--- src/rtl/fifo_pkg.sv ---
// Shared definitions for the FIFO read-side controller: default widths,
// FIFO geometry, FSM state encoding and the read-credit helper.
package fifo_pkg;

  localparam int DATA_W_DEF = 32;
  localparam int FIFO_DEPTH = 8;
  localparam int CNT_W      = 4;
  localparam int BUF_DEPTH  = 2;

  typedef enum logic [1:0] {
    IDLE  = 2'b00,
    FETCH = 2'b01,
    HOLD  = 2'b10,
    ERR   = 2'b11
  } state_t;

  // A new read may be issued only if every word already committed
  // (buffered plus in flight, minus the one leaving this cycle) still
  // leaves room in the 2-entry output buffer.
  function automatic logic slot_free(input logic [1:0] occ,
                                     input logic       infl,
                                     input logic       pop);
    logic [2:0] committed;
    committed = {1'b0, occ} + {2'b00, infl} - {2'b00, pop};
    return committed < 3'(BUF_DEPTH);
  endfunction

endpackage

--- src/rtl/fifo_rd_buf.sv ---
// Two-entry ordered output buffer. slot0 always holds the oldest word and
// drives dout; a push and a pop in the same cycle leave occ unchanged.
module fifo_rd_buf
  import fifo_pkg::*;
#(
  parameter int DATA_W = DATA_W_DEF
) (
  input  logic              clk,
  input  logic              reset,
  input  logic              push,
  input  logic              pop,
  input  logic [DATA_W-1:0] din,
  output logic [DATA_W-1:0] dout,
  output logic [1:0]        occ
);

  logic [DATA_W-1:0] slot0;
  logic [DATA_W-1:0] slot1;
  logic              pop_ok;
  logic              push_ok;

  assign pop_ok  = pop && (occ != 2'd0);
  assign push_ok = push && ((occ != 2'(BUF_DEPTH)) || pop_ok);
  assign dout    = slot0;

  // Shift/fill the two slots so the oldest word always sits in slot0.
  always_ff @(posedge clk) begin
    if (reset) begin
      slot0 <= '0;
      slot1 <= '0;
      occ   <= 2'd0;
    end else begin
      case ({push_ok, pop_ok})
        2'b10: begin
          if (occ == 2'd0) slot0 <= din;
          else             slot1 <= din;
          occ <= occ + 2'd1;
        end
        2'b01: begin
          slot0 <= slot1;
          occ   <= occ - 2'd1;
        end
        2'b11: begin
          if (occ == 2'd1) begin
            slot0 <= din;
          end else begin
            slot0 <= slot1;
            slot1 <= din;
          end
        end
        default: ;
      endcase
    end
  end

endmodule

--- src/rtl/fifo_rd_ctrl.sv ---
// Read-side controller: pulls words from a FIFO with a one-cycle response
// latency into a 2-entry buffer and presents them on a valid/ready port.
// Failed reads (no rd_ack in a response cycle) are counted, saturating.
module fifo_rd_ctrl
  import fifo_pkg::*;
#(
  parameter int DATA_W = DATA_W_DEF,
  parameter int ERR_W  = 8
) (
  input  logic              clk,
  input  logic              reset,
  input  logic              empty,
  input  logic [CNT_W-1:0]  data_count,
  output logic              rd_en,
  input  logic              rd_ack,
  input  logic              rd_err,
  input  logic [DATA_W-1:0] dout,
  output logic              m_valid,
  input  logic              m_ready,
  output logic [DATA_W-1:0] m_data,
  output logic [ERR_W-1:0]  err_cnt
);

  state_t     state;
  state_t     state_next;
  logic [1:0] occ;
  logic [1:0] occ_next;
  logic       infl;
  logic       pop;
  logic       push;
  logic       failed;
  logic       unused_status;

  // Occupancy is informational only, and a failed read is recognised by the
  // absence of rd_ack, so rd_err carries no extra information here.
  assign unused_status = ^{data_count, rd_err} ^ (data_count > CNT_W'(FIFO_DEPTH));

  assign m_valid  = (occ != 2'd0);
  assign pop      = m_valid && m_ready;
  assign push     = infl && rd_ack;
  assign failed   = infl && !rd_ack;
  assign occ_next = 2'(occ + {1'b0, push} - {1'b0, pop});
  assign rd_en    = !reset && !empty && (state != ERR) && slot_free(occ, infl, pop);

  fifo_rd_buf #(
    .DATA_W(DATA_W)
  ) u_buf (
    .clk  (clk),
    .reset(reset),
    .push (push),
    .pop  (pop),
    .din  (dout),
    .dout (m_data),
    .occ  (occ)
  );

  // State, in-flight flag and saturating error counter; reset drops any
  // response still in flight.
  always_ff @(posedge clk) begin
    if (reset) begin
      state   <= IDLE;
      infl    <= 1'b0;
      err_cnt <= '0;
    end else begin
      state <= state_next;
      infl  <= rd_en;
      if (failed && (err_cnt != {ERR_W{1'b1}})) begin
        err_cnt <= err_cnt + 1'b1;
      end
    end
  end

  // Next-state logic; ERR decides between IDLE and FETCH on the occupancy
  // left after its own cycle, since a late response may still land in ERR.
  always_comb begin
    state_next = state;
    if (failed) begin
      state_next = ERR;
    end else begin
      case (state)
        IDLE:  if (rd_en) state_next = FETCH;
        FETCH: begin
          if (occ_next == 2'(BUF_DEPTH))          state_next = HOLD;
          else if ((occ_next == 2'd0) && !rd_en)  state_next = IDLE;
        end
        HOLD:  if (pop) state_next = FETCH;
        ERR:   state_next = (occ_next == 2'd0) ? IDLE : FETCH;
        default: state_next = IDLE;
      endcase
    end
  end

endmodule

--- config.mk ---
export PLATFORM = sky130hd
export DESIGN_NAME = fifo_rd_ctrl
export DESIGN_NICKNAME = d
export VERILOG_FILES = /design/src/rtl/fifo_pkg.sv /design/src/rtl/fifo_rd_buf.sv /design/src/rtl/fifo_rd_ctrl.sv
export SDC_FILE = /design/constraint.sdc
export NUM_CORES = 1
export LEC_CHECK = 0
export BUFFER_PORTS_ARGS = -buffer_cell sky130_fd_sc_hd__buf_2
export CORE_UTILIZATION = 48
export CTS_BUF_LIST = sky130_fd_sc_hd__clkbuf_4 sky130_fd_sc_hd__clkbuf_8
export CTS_CLUSTER_DIAMETER = 30
export DETAILED_ROUTE_END_ITERATION = 12
export PLACE_DENSITY = 0.76
export SYNTH_ARGS = -nofsm -noshare
export SYNTH_HDL_FRONTEND = slang
export SYNTH_SLANG_ARGS = --single-unit
--- constraint.sdc ---
create_clock -name clk -period 2.59 [get_ports clk]
set_input_delay 0.518 -clock clk [delete_from_list [all_inputs] [get_ports clk]]
set_output_delay 0.518 -clock clk [all_outputs]
set_load 0.02 [all_outputs]
==> results of run 1 <==
==> final timing paths <==
check | slack, ns | depth (start not counted) | endpoint
worst max register to register | -0.33 | 20 | state[0]$_SDFFE_PP0P_
worst max-delay path | -0.36 | 11 | rd_en
worst min register to register | 0.46 | 2 | u_buf.slot1[31]$_SDFFE_PP0P_
worst min-delay path | 0.40 | 2 | infl$_SDFF_PP0_
==> synthesized netlist by cell type, drive strengths merged <==
| master | n |
|---|---|
| o211a | 2 |
| a2111oi | 2 |
| a211oi | 4 |
| mux2i | 2 |
| a31oi | 2 |
| fa | 1 |
| xor2 | 4 |
| nand2 | 134 |
| and4b | 2 |
| nand3 | 4 |
| buf | 19 |
| ha | 7 |
| nand4 | 3 |
| and2 | 4 |
| mux2 | 1 |
| nand2b | 2 |
| o21ai | 2 |
| a41o | 1 |
| a221oi | 1 |
| nor2b | 2 |
| and3 | 2 |
| a21oi | 38 |
| inv | 9 |
| dfxtp | 77 |
| nor2 | 38 |
| or3 | 1 |
| a311oi | 33 |
| clkbuf | 10 |
| o31ai | 1 |
| nor3 | 4 |
| nor3b | 1 |
==> layout make-up <==
cell class	instances	share of cell area [%]
Timing Repair Buffer	107	14.3
Sequential cell	77	36.1
Inverter	9	0.906
Tap cell	96	2.81
Multi-Input combinational cell	298	41.0
Clock inverter	6	1.64
Clock buffer	10	3.22
==> power groups by stage <==
stage / clock [mW] / sequential [mW] / combinational, mW
finish: 0.929 / 1.69 / 2.41
global route: 1.01 / 1.73 / 2.66
CTS: 0.960 / 1.69 / 2.41
detailed placement: 0 / 1.72 / 2.27
global placement: 0 / 1.70 / 2.24
floorplan: 0 / 2.03 / 1.33
==> per-layer routing <==
metal	up-vias	part of all wire [%]	global-route usage, %
met1	1429	44	25.7
met5	-	0	0
met4	0	1.8	9.24
met3	15	4.7	3.95
met2	72	50	37.0
li1	1589	-	-
==> flip-flops by register name, summed over array words and instances (netlist names) <==
name	flops
u_buf.dout	32
u_buf.slot1	32
err_cnt	8
state	2
u_buf.occ	2
infl	1
==> what timing repair did <==
action                                  in CTS  in global routing
resized for setup                            2                  0
setup buffers                               11                  0
pin swaps                                    3                  0
endpoints found under the setup margin       1                  2
hold endpoints to repair                     0                  0
==> through the flow <==
| stage | std cells | instance area (um2) |
|---|---|---|
| after floorplan | 413 | 3460 |
| after global placement | 576 | 3980 |
| after global routing | 603 | 4280 |
| final | 603 | 4280 |
| after detailed placement | 576 | 3980 |
| after CTS | 603 | 4280 |
==> kinds of logic (layout without fill, tap and decap cells) <==
| logic type | after synthesis | count (layout) | share of synthesized area, % |
|---|---|---|---|
| simple gates | 197 | 197 | 24.0 |
| compound gates | 86 | 86 | 20.5 |
| flops | 77 | 77 | 45.4 |
| buf+inv | 38 | 132 | 4.97 |
| fa+ha+maj | 8 | 8 | 3.17 |
| xor+xnor | 4 | 4 | 1.03 |
| mux | 3 | 3 | 0.921 |
==> worst reg2reg max path, delay by kind of cell, from the launching register on <==
family	cells	cell delay [ns]
AO/OA/AOI/OAI	2	0.33
adder cells (fa/ha/maj)	3	0.92
AND/OR/NAND/NOR	4	0.30
flip-flops	1	0.36
buffers and inverters	11	0.95
==> metrics.txt, run 1 <==
Num CTS Buffers=9; Crit. Startpoint=u_buf.occ[1]$_SDFFE_PP0P_; first-pass GRT wire length=12700 um; Root Driver=clkbuf_8; Sw Share=41.0%; Syn Inst Count=413; crit-path cells=inv_4 -> ha_4 -> nand2b_4 -> inv_4 -> ha_4 -> inv_2 -> nand2_2 -> fa_2 -> nand2b_4 -> a2111oi_4 -> buf_4; hold_sp=empty; Tightest Pin Transition=0.763 ns; IO Pins=84; power consumption=5.02 mW; Final ANT Viol Nets=0; final worst slack=-0.365 ns; Leak Pwr=1.79 nW; status=complete, but fails checks; Critical Path AT=2.44 ns; H-tree lvl count=3; failing checks=negative setup slack; Netlist cell types=38; commonest non-fill, non-tap cell in the layout=nand2_1; Slew Viols, Final=0; Worst-Skew Late Latency=0.34 ns; Routed WL=7490 um; pin count of the biggest net entering global routing=69; final setup vio count=2; Initial DRC Count=159; Longest Clk Path Bufs=2; nature of the critical path startpoint=register; Clk pin slew, worst setup/hold paths=0.08 ns; Peak Freq=338 MHz; Via density=5.15; core area=6830 um2; delay-heaviest family, CP=adder cells; Net Switching=2.06 mW; Hold WC Path Type=in2reg; Avg Cell Area, Syn=8.23 um2; WHS=0.397 ns; sequential power share=33.6%; routed len/inst=12.4 um; Die Area=7420 um2; Die X-Extent=86.1 um; Yosys top cell by area=dfxtp_1; gpl congestion=0.825; net count after synthesis=463; Seq. cell area=1550 um2; cell internal pwr=2.96 mW; Die Span Y=86.1 um; FF+latch count, synth=77; setup_tns=-0.698 ns; most frequent cells in the layout=nand2_1, buf_2, dfxtp_1; cell area after synthesis=3400 um2; port buffer count=78; Layout fillers=597; Setup crit end kind=primary output; critical path type=reg2out; share of the synthesized area in the top cell type=45.4%; Final Hold Viols=0; grt ovf=0; Clock power frac=18.5%; post-layout util=62.7%; drt drc=0; Area growth syn-to-layout=26.0%; RSZ-0062 raised after global routing=yes; Initial Util=49.7%; hold_buf cts=0; crit path max fanout=2; Crit-path slowest cell=fa_2; Synthesis Warnings=0; VDD IR max=0.000727 V; main area contributors after synthesis=dfxtp_1, nand2_1, a311oi_2; Nets=552; Detailed Routing Iterations Pass 1=4; Max Cap Viol=0; Site Rows=30; post-route minimum period=2.95 ns; Seq/Total Area, Yosys=45.4%; pwr dens=1170 nW/um2; CTS tree=done; crit share post-route=114%; Gate power share=47.9%; ANT cells=0; multi-input logic area=1760 um2; overall routing resource usage=21.3%; Place WS=-0.106 ns; ratio of cells with drive above 1 in the final layout=30.6%; vias in the first global route=2863; Clock Skews=0.00859 ns; initial antenna violation count=0; Worst path max stage delay=0.58 ns; Clock Sinks=77; Max-slew headroom=49.1%; RR Startpoint=u_buf.occ[1]$_SDFFE_PP0P_; WP data required=2.07 ns; DP HPWL=4950 um; worst path bufs/invs=4; via count=3105
(Power assumes the default switching activity.)
==> run 2: changes to the inputs <==
==> constraint.sdc (replaced) <==
create_clock -name clk -period 2.4 [get_ports clk]
set_input_delay 0.48 -clock clk [delete_from_list [all_inputs] [get_ports clk]]
set_output_delay 0.48 -clock clk [all_outputs]
set_load 0.02 [all_outputs]
==> run 2 against run 1 <==
Net effect: the run still ends with negative setup slack left; via count shrank 0.81%; register-to-register slack lost 0.13 ns; critical endpoint unchanged; final cell count shrank 0.17%; die area is the same; combinational power grew 10%; clock power grew 4.8%; critical path type unchanged; first-iteration DRC count grew 6.9%.
==> metrics.txt, run 2 (synthesis gave the netlist of run 1 again) <==
final setup vio count=2 (unchanged); Nets=552 (unchanged); WP data required=1.92 ns (-0.15 ns); VDD IR max=0.000744 V (+2.4%); failing checks=negative setup slack; Die Span Y=86.1 um (unchanged); Detailed Routing Iterations Pass 1=4 (unchanged); post-route minimum period=2.90 ns; Worst Reg2Reg Path Length in Cells=20 (unchanged); Final Hold Viols=0 (unchanged); crit share post-route=121%; Post-DP Area=3980 um2 (unchanged); Initial DRC Count=170 (+6.9%); Peak Freq=344 MHz; hold_buf cts=0 (unchanged); first-pass GRT wire length=12700 um (-0.17%); Area growth syn-to-layout=25.9% (about the same); via count=3080 (-0.81%); routed len/inst=12.7 um (+2.0%); vias in the first global route=2850 (-0.45%); pwr dens=1270 nW/um2 (+8.5%); RSZ-0062 raised after global routing=yes; port buffer count=78 (unchanged); Num CTS Buffers=9 (unchanged); Max-slew headroom=49.2% (+0.12 points); grt ovf=0 (unchanged); Leak Pwr=1.79 nW (about the same); Site Rows=30 (unchanged); pin count of the biggest net entering global routing=69 (unchanged); Initial Util=49.7% (unchanged); FF-to-FF setup slack=-0.46 ns (-0.13 ns); initial antenna violation count=0 (unchanged); Layout fillers=623 (+4.4%); IO Pins=84 (unchanged); crit path max fanout=2 (unchanged); Tightest Pin Transition=0.762 ns (-0.00185 ns); RR Startpoint=u_buf.occ[1]$_SDFFE_PP0P_; core area=6830 um2 (unchanged); status=complete, but fails checks; post-layout util=62.6% (about the same); overall routing resource usage=21.5% (+0.17 points); Hold WC Path Type=in2reg; Clock Sinks=77 (unchanged); final worst slack=-0.504 ns (-0.139 ns); Final ANT Viol Nets=0 (unchanged); Die X-Extent=86.1 um (unchanged); ratio of cells with drive above 1 in the final layout=30.6% (+0.060 points); WHS=0.359 ns (-0.0376 ns); most frequent cells in the layout=nand2_1, buf_2, dfxtp_1; CP endpoint=rd_en; Clock Skews=0.0139 ns (+0.00531 ns); Clk pin slew, worst setup/hold paths=0.09 ns (about the same); Slew Viols, Final=0 (unchanged); gpl congestion=0.838 (+1.5%); Crit. Startpoint=u_buf.occ[1]$_SDFFE_PP0P_; H-tree lvl count=3 (unchanged); Max Cap Viol=0 (unchanged); Via density=5.12 (-0.64%); DP HPWL=4920 um (-0.53%); Longest Clk Path Bufs=2 (unchanged); commonest non-fill, non-tap cell in the layout=nand2_1; ANT cells=0 (unchanged); Root Driver=clkbuf_8; post-route cell area=4280 um2 (about the same); critical path type=reg2out; drt drc=0 (unchanged); CTS tree=done; Setup crit end kind=primary output; Critical Path AT=2.42 ns (-0.02 ns); Die Area=7420 um2 (unchanged); Routed WL=7620 um (+1.8%); reg2reg end=state[0]$_SDFFE_PP0P_; nature of the critical path startpoint=register; Worst-Skew Late Latency=0.34 ns (about the same)
==> run 2: cell count changes in the layout (fill, tap and decap cells not counted), sizes merged <==
cell / previous run / this run
inv: 10 / 9
clkbuf: 10 / 11
clkinv: 4 / 3
==> run 2: through the flow <==
step                setup slack [ns]  power (mW)  TNS, ns  cells
global placement              -0.188        4.26   -0.188    576
finish                        -0.504        5.45   -0.962    602
CTS                           -0.523        5.43   -0.995    600
detailed placement            -0.219        4.32   -0.219    576
floorplan                     -0.246        3.62   -0.297    413
global route                  -0.595        5.84    -1.19    602
==> run 2: where the power goes <==
| part | total (mW) | leakage, nW | switching [mW] | internal [mW] |
|---|---|---|---|---|
| sequential | 1.81 | 0.627 | 0.182 | 1.63 |
| combinational | 2.66 | 1.06 | 1.57 | 1.09 |
| clock | 0.974 | 0.103 | 0.461 | 0.514 |
| total | 5.45 | 1.79 | 2.21 | 3.23 |
==> run 2: per-layer routing <==
layer	share of wire (%)	global-route usage [%]
met5	0	0
met4	1.0	8.79
met3	4.3	3.95
met2	50	37.7
met1	44	25.8
==> run 2: worst max-delay path, cell delays in order, from the launching register on <==
cell       delay [ns]
dfxtp_4          0.36
inv_4            0.04
ha_4             0.14
nand2b_4         0.14
inv_4            0.06
ha_4             0.19
inv_2            0.06
nand2_2          0.05
fa_2             0.56
nand2b_4         0.07
a2111oi_4        0.20
buf_4            0.20
==> run 2: how the worst min path moves through the flow <==
stage / from / end / cells past startpoint
2_1_floorplan: u_buf.slot1[0]$_SDFFE_PP0P_ / u_buf.slot1[0]$_SDFFE_PP0P_ / 2
4_1_cts: empty / infl$_SDFF_PP0_ / 2
3_5_place_dp: u_buf.slot1[13]$_SDFFE_PP0P_ / u_buf.slot1[13]$_SDFFE_PP0P_ / 2
6_report: empty / infl$_SDFF_PP0_ / 2
5_1_grt: empty / infl$_SDFF_PP0_ / 2
3_3_place_gp: u_buf.slot1[10]$_SDFFE_PP0P_ / u_buf.slot1[10]$_SDFFE_PP0P_ / 2
==> run 2: layout make-up <==
| type | instances | area (um2) | share of cell area [%] |
|---|---|---|---|
| multi-input combinational | 298 | 1760 | 41.1 |
| tap | 96 | 120 | 2.81 |
| clock inverter | 4 | 48.8 | 1.14 |
| clock buffer | 11 | 145 | 3.39 |
| sequential | 77 | 1550 | 36.2 |
| timing repair buffer | 107 | 618 | 14.5 |
| inverter | 9 | 38.8 | 0.907 |
==> run 2: timing repair <==
action                     CTS  global route
setup endpoints to repair    1             2
resized for setup            2             3
pin swaps                    3             1
buffers inserted             9             2
